$ cat src/rtl/trace_pkg.sv
// Shared trace-entry record and field widths for the writeback trace path.
// The comparator side reuses the pack/unpack helpers.
package trace_pkg;

   localparam int unsigned TR_PC_W    = 32;
   localparam int unsigned TR_WEN_W   = 4;
   localparam int unsigned TR_WNUM_W  = 5;
   localparam int unsigned TR_DATA_W  = 32;
   localparam int unsigned TR_ENTRY_W = TR_PC_W + TR_WEN_W + TR_WNUM_W + TR_DATA_W;

   typedef struct packed {
      logic [TR_PC_W-1:0]   pc;
      logic [TR_WEN_W-1:0]  wen;
      logic [TR_WNUM_W-1:0] wnum;
      logic [TR_DATA_W-1:0] wdata;
   } trace_entry_t;

   function automatic logic [TR_ENTRY_W-1:0] trace_pack(input trace_entry_t e);
      return TR_ENTRY_W'(e);
   endfunction

   function automatic trace_entry_t trace_unpack(input logic [TR_ENTRY_W-1:0] v);
      return trace_entry_t'(v);
   endfunction

endpackage

$ cat src/rtl/trace_sync_fifo.sv
// Generic DEPTH x WIDTH synchronous FIFO; pointers and occupancy are reset,
// storage is not. count, full and not_empty are registered.
module trace_sync_fifo #(
   parameter  int unsigned DEPTH = 8,
   parameter  int unsigned WIDTH = 73,
   localparam int unsigned PTR_W = $clog2(DEPTH),
   localparam int unsigned OCC_W = $clog2(DEPTH + 1)
) (
   input  logic             clk,
   input  logic             rst,
   input  logic             push,
   input  logic             pop,
   input  logic [WIDTH-1:0] wdata,
   output logic [WIDTH-1:0] rdata,
   output logic [OCC_W-1:0] count,
   output logic             full,
   output logic             not_empty
);

   logic [WIDTH-1:0] mem [DEPTH];
   logic [PTR_W-1:0] wr_ptr;
   logic [PTR_W-1:0] rd_ptr;
   logic             do_push;
   logic             do_pop;
   logic [OCC_W-1:0] count_nxt;

   // A push into a full FIFO is only legal when the head leaves this cycle.
   always_comb begin
      do_pop    = pop && not_empty;
      do_push   = push && (!full || do_pop);
      count_nxt = count;
      if (do_push && !do_pop) begin
         count_nxt = count + OCC_W'(1);
      end else if (do_pop && !do_push) begin
         count_nxt = count - OCC_W'(1);
      end
   end

   always_ff @(posedge clk or posedge rst) begin
      if (rst) begin
         wr_ptr    <= '0;
         rd_ptr    <= '0;
         count     <= '0;
         full      <= 1'b0;
         not_empty <= 1'b0;
      end else begin
         if (do_push) begin
            wr_ptr <= wr_ptr + PTR_W'(1);
         end
         if (do_pop) begin
            rd_ptr <= rd_ptr + PTR_W'(1);
         end
         count     <= count_nxt;
         full      <= (count_nxt == OCC_W'(DEPTH));
         not_empty <= (count_nxt != '0);
      end
   end

   always_ff @(posedge clk) begin
      if (do_push) begin
         mem[wr_ptr] <= wdata;
      end
   end

   assign rdata = mem[rd_ptr];

endmodule

$ cat src/rtl/wb_trace_buffer.sv
// Captures traceable regfile writeback commits into a FIFO drained over
// valid/ready; counts accepted and dropped events without stalling the CPU.
module wb_trace_buffer
   import trace_pkg::*;
#(
   parameter  int unsigned DEPTH = 8,
   parameter  int unsigned CNT_W = 16,
   localparam int unsigned OCC_W = $clog2(DEPTH + 1),
   localparam int unsigned EVT_W = 32
) (
   input  logic                 clk,
   input  logic                 rst,
   input  logic                 wb_valid,
   input  logic [TR_PC_W-1:0]   wb_pc,
   input  logic [TR_WEN_W-1:0]  wb_wen,
   input  logic [TR_WNUM_W-1:0] wb_wnum,
   input  logic [TR_DATA_W-1:0] wb_wdata,
   output logic                 out_valid,
   input  logic                 out_ready,
   output logic [TR_PC_W-1:0]   out_pc,
   output logic [TR_WEN_W-1:0]  out_wen,
   output logic [TR_WNUM_W-1:0] out_wnum,
   output logic [TR_DATA_W-1:0] out_wdata,
   output logic                 full,
   output logic [OCC_W-1:0]     count,
   output logic                 overflow,
   output logic [CNT_W-1:0]     drop_cnt,
   output logic [EVT_W-1:0]     event_cnt
);

   trace_entry_t          wb_entry;
   trace_entry_t          head_entry;
   logic [TR_ENTRY_W-1:0] head_bits;
   logic                  traceable;
   logic                  pop;
   logic                  push_ok;
   logic                  drop;

   // Writes to x0 or with no byte enables carry no architectural result.
   always_comb begin
      wb_entry.pc    = wb_pc;
      wb_entry.wen   = wb_wen;
      wb_entry.wnum  = wb_wnum;
      wb_entry.wdata = wb_wdata;
      traceable      = wb_valid && (wb_wen != '0) && (wb_wnum != '0);
      pop            = out_valid && out_ready;
      push_ok        = traceable && (!full || pop);
      drop           = traceable && full && !pop;
   end

   trace_sync_fifo #(
      .DEPTH (DEPTH),
      .WIDTH (TR_ENTRY_W)
   ) u_fifo (
      .clk       (clk),
      .rst       (rst),
      .push      (push_ok),
      .pop       (pop),
      .wdata     (trace_pack(wb_entry)),
      .rdata     (head_bits),
      .count     (count),
      .full      (full),
      .not_empty (out_valid)
   );

   always_comb begin
      head_entry = trace_unpack(head_bits);
      out_pc     = head_entry.pc;
      out_wen    = head_entry.wen;
      out_wnum   = head_entry.wnum;
      out_wdata  = head_entry.wdata;
   end

   // Loss accounting: overflow is sticky and drop_cnt saturates.
   always_ff @(posedge clk or posedge rst) begin
      if (rst) begin
         overflow  <= 1'b0;
         drop_cnt  <= '0;
         event_cnt <= '0;
      end else begin
         if (push_ok) begin
            event_cnt <= event_cnt + EVT_W'(1);
         end
         if (drop) begin
            overflow <= 1'b1;
            if (drop_cnt != '1) begin
               drop_cnt <= drop_cnt + CNT_W'(1);
            end
         end
      end
   end

endmodule

$ cat config.mk
export PLATFORM = sky130hd
export DESIGN_NAME = wb_trace_buffer
export DESIGN_NICKNAME = d
export VERILOG_FILES = /design/src/rtl/trace_pkg.sv /design/src/rtl/trace_sync_fifo.sv /design/src/rtl/wb_trace_buffer.sv
export SDC_FILE = /design/constraint.sdc
export NUM_CORES = 1
export LEC_CHECK = 0
export ABC_CLOCK_PERIOD_IN_PS = 11400
export CAP_MARGIN = 20
export CORE_MARGIN = 4
export CORE_UTILIZATION = 55
export CTS_BUF_LIST = sky130_fd_sc_hd__clkbuf_8
export CTS_CLUSTER_DIAMETER = 40
export DETAILED_ROUTE_END_ITERATION = 6
export HOLD_SLACK_MARGIN = 0.08
export PLACE_DENSITY = 0.74
export SLEW_MARGIN = 20
export SYNTH_ARGS = -nofsm -noshare
export SYNTH_HDL_FRONTEND = slang
export SYNTH_SLANG_ARGS = --single-unit
$ cat constraint.sdc
create_clock -name clk -period 11.4 [get_ports clk]
set_input_delay 1.14 -clock clk [delete_from_list [all_inputs] [get_ports clk]]
set_output_delay 1.14 -clock clk [all_outputs]
set_load 0.02 [all_outputs]
# After elaboration in Yosys (flattened, before gate mapping)

Memory sizes are Yosys's and may differ from the RTL's.
Index checks and enable logic that the tools add are counted.

Bits of input ports: 77
RAM bits: 584
Register bits after elaboration: 61
Word-level logic and storage cells: 41
Memories kept: 1
Output and inout bits: 128

Reduce and logical (&&, ||, !) cells: 20
Equal/unequal tests: 2
Mux-type cells: 4
Add/sub/neg operators: 6

Memories:

| memory     | depth | bits a word | rd ports | clocked after memory_dff | wr ports | RTL line              | source |
|---|---|---|---|---|---|---|---|
| u_fifo.mem | 8     | 73          | 1        | 0                        | 1        | trace_sync_fifo.sv:20 | `logic [WIDTH-1:0] mem [DEPTH];` |

Operators by type and width:

| cell                                                                | count |
|---|---|
| 32-bit by 1-bit adder with 32-bit output (second input constant)    | 1 |
| 16-bit by 1-bit adder with 16-bit output (second input constant)    | 1 |
| 16-bit != test (second input constant)                              | 1 |
| 1-bit logical AND                                                   | 10 |
| 4-bit 2-to-1 mux                                                    | 2 |
| 4-bit nonzero test                                                  | 2 |
| 3-bit by 1-bit adder with 3-bit output (second input constant)      | 2 |
| 5-bit nonzero test                                                  | 1 |
| 4-bit by 1-bit adder with 4-bit output (second input constant)      | 1 |
| 4-bit equality test (second input constant)                         | 1 |
| 1-bit zero test                                                     | 4 |
| 4-bit by 1-bit subtractor with 4-bit output (second input constant) | 1 |
| 1-bit logical OR                                                    | 2 |
| 1-bit 2-to-1 mux                                                    | 2 |
| 2-bit AND reduction                                                 | 1 |

# Longest topological paths before layout

Depth after elaboration: 10
Gate-level depth with buffers: 6
Mapped depth without buffers: 6

# Hierarchy

Synthesis repeated with hierarchy kept, for this count alone.

Cell total of the unflattened synthesis: 1118
Area, all modules: 24945.2 um^2

By module, submodules not included:

| module          | cells an instance | times used | sequential area each (um^2) | area each (um^2) |
|---|---|---|---|---|
| trace_sync_fifo | 914               | 1          | 17837.1                     | 22585.4 |
| wb_trace_buffer | 204               | 1          | 1226.2                      | 2359.8 |

# Worst setup path after synthesis

No wires, ideal clock.

Path kind: input port to flip-flop
Start point: in out_ready
End point: mem u_fifo.mem[1][0] (enable)
Path buffers: 1
Stages: 4
Slack: 1532 ps
Data arrival time: 9158 ps
Required time: 10690 ps
Cell sequence: buf_2 > a21bo_2 > o211ai_2 > nor4b_1

Longest elaborated chain between the ends: 6

Ends and longest elaborated chain:

| item                                                  | RTL line                                     | source |
|---|---|---|
| start: declaration                                    | wb_trace_buffer.sv:19                        | `input logic out_ready,` |
| 1-bit logical AND *                                   | wb_trace_buffer.sv:46                        | `pop = out_valid && out_ready;` |
| 1-bit logical OR or 1-bit logical AND (tied branches) | wb_trace_buffer.sv:47, trace_sync_fifo.sv:29 |  |
| 1-bit logical AND or 1-bit logical OR (tied branches) | wb_trace_buffer.sv:47, trace_sync_fifo.sv:30 |  |
| 1-bit logical AND *                                   | trace_sync_fifo.sv:30                        | `do_push = push && (!full \|\| do_pop);` |
| 1-bit 2-to-1 mux *                                    | trace_sync_fifo.sv:60                        | `if (do_push) begin` |
| 1-bit 2-to-1 mux (not written as such) *              | trace_sync_fifo.sv:61                        | `mem[wr_ptr] <= wdata;` |
| end: declaration                                      | trace_sync_fifo.sv:20                        |  |

Every way passes the cells marked *; elsewhere a longest branch is shown, timed or not.

# Worst setup path in the final report

Start point: reg u_fifo.rd_ptr[1]
End point: out out_pc[7]

Longest elaborated chain between the ends: 1

Ends and longest elaborated chain:

| item                     | RTL line              | source |
|---|---|---|
| start: declaration       | trace_sync_fifo.sv:22 | `logic [PTR_W-1:0] rd_ptr;` |
| start signal: assignment | trace_sync_fifo.sv:51 | `rd_ptr <= rd_ptr + PTR_W'(1);` |
| memory 8 x 73 bit        | n/a                   |  |
| end: declaration         | wb_trace_buffer.sv:20 | `output logic [TR_PC_W-1:0] out_pc,` |

Every way passes these cells.

==> run metrics <==
Initial Utilization=0.558; Core Area=0.0444 mm²; warnings from Yosys=0; Slew @ Worst Pin=~1000 ps; syn_nets=between 1000 and 1500; post-synthesis sequential area ratio=0.769; Final Slew Violations=0; Worst-Skew Late Latency=roughly 660 ps; Starting DRT DRC Count=886; PD cells=~250 mW/mm²; hold buffers post-CTS=0; # H-tree levels=3; die area=about 0.049 mm²; RSZ-0062 raised after global routing=no; remaining global-route overflow=0; Synth cell types=44; Ports=approximately 210; combinational share of power=0.336; Die Width=about 220 µm; vias=between 10000 and 15000; Sw Share=0.302; WL per Instance=23.5 µm; period utilization=0.477; Vias/cell=approximately 5.8; Placed Cells=1894; vias in the first global route=between 10000 and 15000; share of cells above drive strength 1=0.263; crit path DAT=about 4300 ps; first-pass GRT wire length=75.7 mm; Resize count post-CTS=0; final net count=approximately 1500; ranking of synthesized cells by area=edfxtp_1, mux4_2, dfrtp_1; internal power=5.08 mW; total global-route track usage=0.207; Layout Skew=20.4 ps; DR DRC count=0; Max rail drop VDD=~0.00018 V; met1 Resource Use GR=0.294; most frequent cells after synthesis=edfxtp_1, mux4_2, mux2_2; post-CTS setup buffer count=0; P_sw=about 2.2 mW; Synth Instances=1118; Cell Count, Final, Fillers Out=slightly above 2000; post-DP HPWL=approximately 27 mm; Worst Hold Class=flop to flop; mapped cell area=roughly 0.025 mm²; Critical Path Sink Type=output pin; Hold Vio Cnt, Final=0; EDFF count, synth=between 500 and 600; Slew headroom=0.311; outcome=finished clean; MaxCap Viol Count=0; post-synth top area share=0.707; met2 usage=0.326; Routability Congestion=roughly 0.79; Clock Tree Buf Depth=3; Die Ht=220 µm; met3 usage=0.0527; Final ANT Viol Nets=0; CTS tree=done; grt peak-use layer=met2; Fin Setup TNS=0 ps; Port-buffer cells=slightly above 200; startpoint class of the critical path=flop; Fmax=about 180 MHz; Syn Area/Cell=between 20 and 25 µm²; antenna violations before repair=6; clk root buf=clkbuf_8; register bit total from synthesis=around 650; CTS Sinks=645; Clk pwr share=0.241; area leader, netlist=edfxtp_1; largest net degree at the start of global routing=between 100 and 150; leak pwr=9.90 nW; FF-to-FF path depth=5; Async SR Flop Fraction=0.0946; most common flop cell mapped by yosys=edfxtp_1; Flop pwr share=0.422; Critical Path Fanout Max=69; most common cell in the synthesized netlist=edfxtp_1; min cycle time layout=about 5400 ps; hold path depth=1; Placement Rows=77; CTS Buf Count=100; critical path type=flop to output pin; first drt pass iteration count=4; Routed WL=a little under 50 mm; clk slew on worst S/H paths=approximately 60 ps; Setup-failing EPs final=0; Req. time, crit path=~10000 ps; area growth from synthesis to layout=19.1%
routing by layer:
metal	routed length [µm]	vias to the layer above
met5	77	-
met1	21100	6315
met2	23700	320
li1	-	5228
met3	3110	66
met4	841	12
power groups by stage:
stage | registers, mW | logic (mW) | clock network, mW
3_3_place_gp | 3.14 | 2.44 | 0
5_1_grt | 3.11 | 2.61 | 1.93
2_1_floorplan | 3.12 | 1.57 | 0
3_5_place_dp | 3.16 | 2.45 | 0
6_report | 3.08 | 2.45 | 1.76
4_1_cts | 3.11 | 2.46 | 1.81
cell families after synthesis:
group,count (synthesis),synth area share
mux,225,0.168
fa+ha+maj,6,0.00303
compound gates,18,0.00661
flops,645,0.769
xor+xnor,50,0.0177
simple gates,119,0.0267
buf+inv,55,0.00913
final cells by class:
class,count,area [µm²]
Multi-Input combinational cell,418,5560
Timing Repair Buffer,229,2260
Tap cell,592,741
Clock buffer,110,1510
Clock inverter,68,332
Antenna cell,2,5.00
Sequential cell,645,19100
Fill cell,2889,14900
Inverter,11,41.3
critical path: stages (launching register included):
cell and delay, ps:
dfrtp_4 590, buf_4 760, buf_4 930, mux4_2 410, mux2_2 280, clkdlybuf4s50_1 620
cells in the final DEF, fill, tap and decap left out, drive strengths merged, types with 2 or more instances in the layout:
cell type      count
nand3             20
buf               25
o31ai              2
edfxtp           584
or2                2
and3               8
nor3               8
bufinv             2
ha                 6
a31oi              2
inv               53
and2               6
a211oi             3
mux4             146
nor2              13
clkdlybuf4s50    204
nor4b              2
diode              2
nand4             12
nor2b              2
clkbuf           110
nor3b              2
clkinv            21
xnor2             34
nand2             26
clkinvlp           3
mux2i              2
xor2              16
and4               9
dfrtp             61
nor4               6
mux2              77
path summary, 6_finish.rpt:
kind | startpoint | to | slack (ps)
max | u_fifo.rd_ptr[1] | out_pc[7] | 5960
min | event_cnt[31] | event_cnt[31] | 470
max reg2reg | u_fifo.not_empty | u_fifo.mem[7][6] | 7800
min reg2reg | event_cnt[31] | event_cnt[31] | 470
min in group asynchronous | rst | drop_cnt[7] | 1020
max in group asynchronous | rst | u_fifo.rd_ptr[1] | 9780
metrics by stage:
step           hold WS [ps]  utilization  total power [mW]  setup slack, ps  cell area [µm²]
6_report                469        0.665              7.29             5960            29500
5_1_grt                 486        0.665              7.65             5730            29500
2_1_floorplan           526            -              4.69             1530            24800
3_5_place_dp            461        0.623              5.61             6130            27700
4_1_cts                 474        0.664              7.39             5840            29500
3_3_place_gp            455        0.623              5.58             6300            27700
flip-flops by register name, indices dropped and copies added (netlist names):
signal and cells:
drop_cnt 16, u_fifo.wr_ptr 3, overflow 1, u_fifo.full 1
u_fifo.not_empty 1, event_cnt 32, u_fifo.mem 584, u_fifo.rd_ptr 3
u_fifo.count 4
Note: power is estimated with default switching activity, not from simulation.
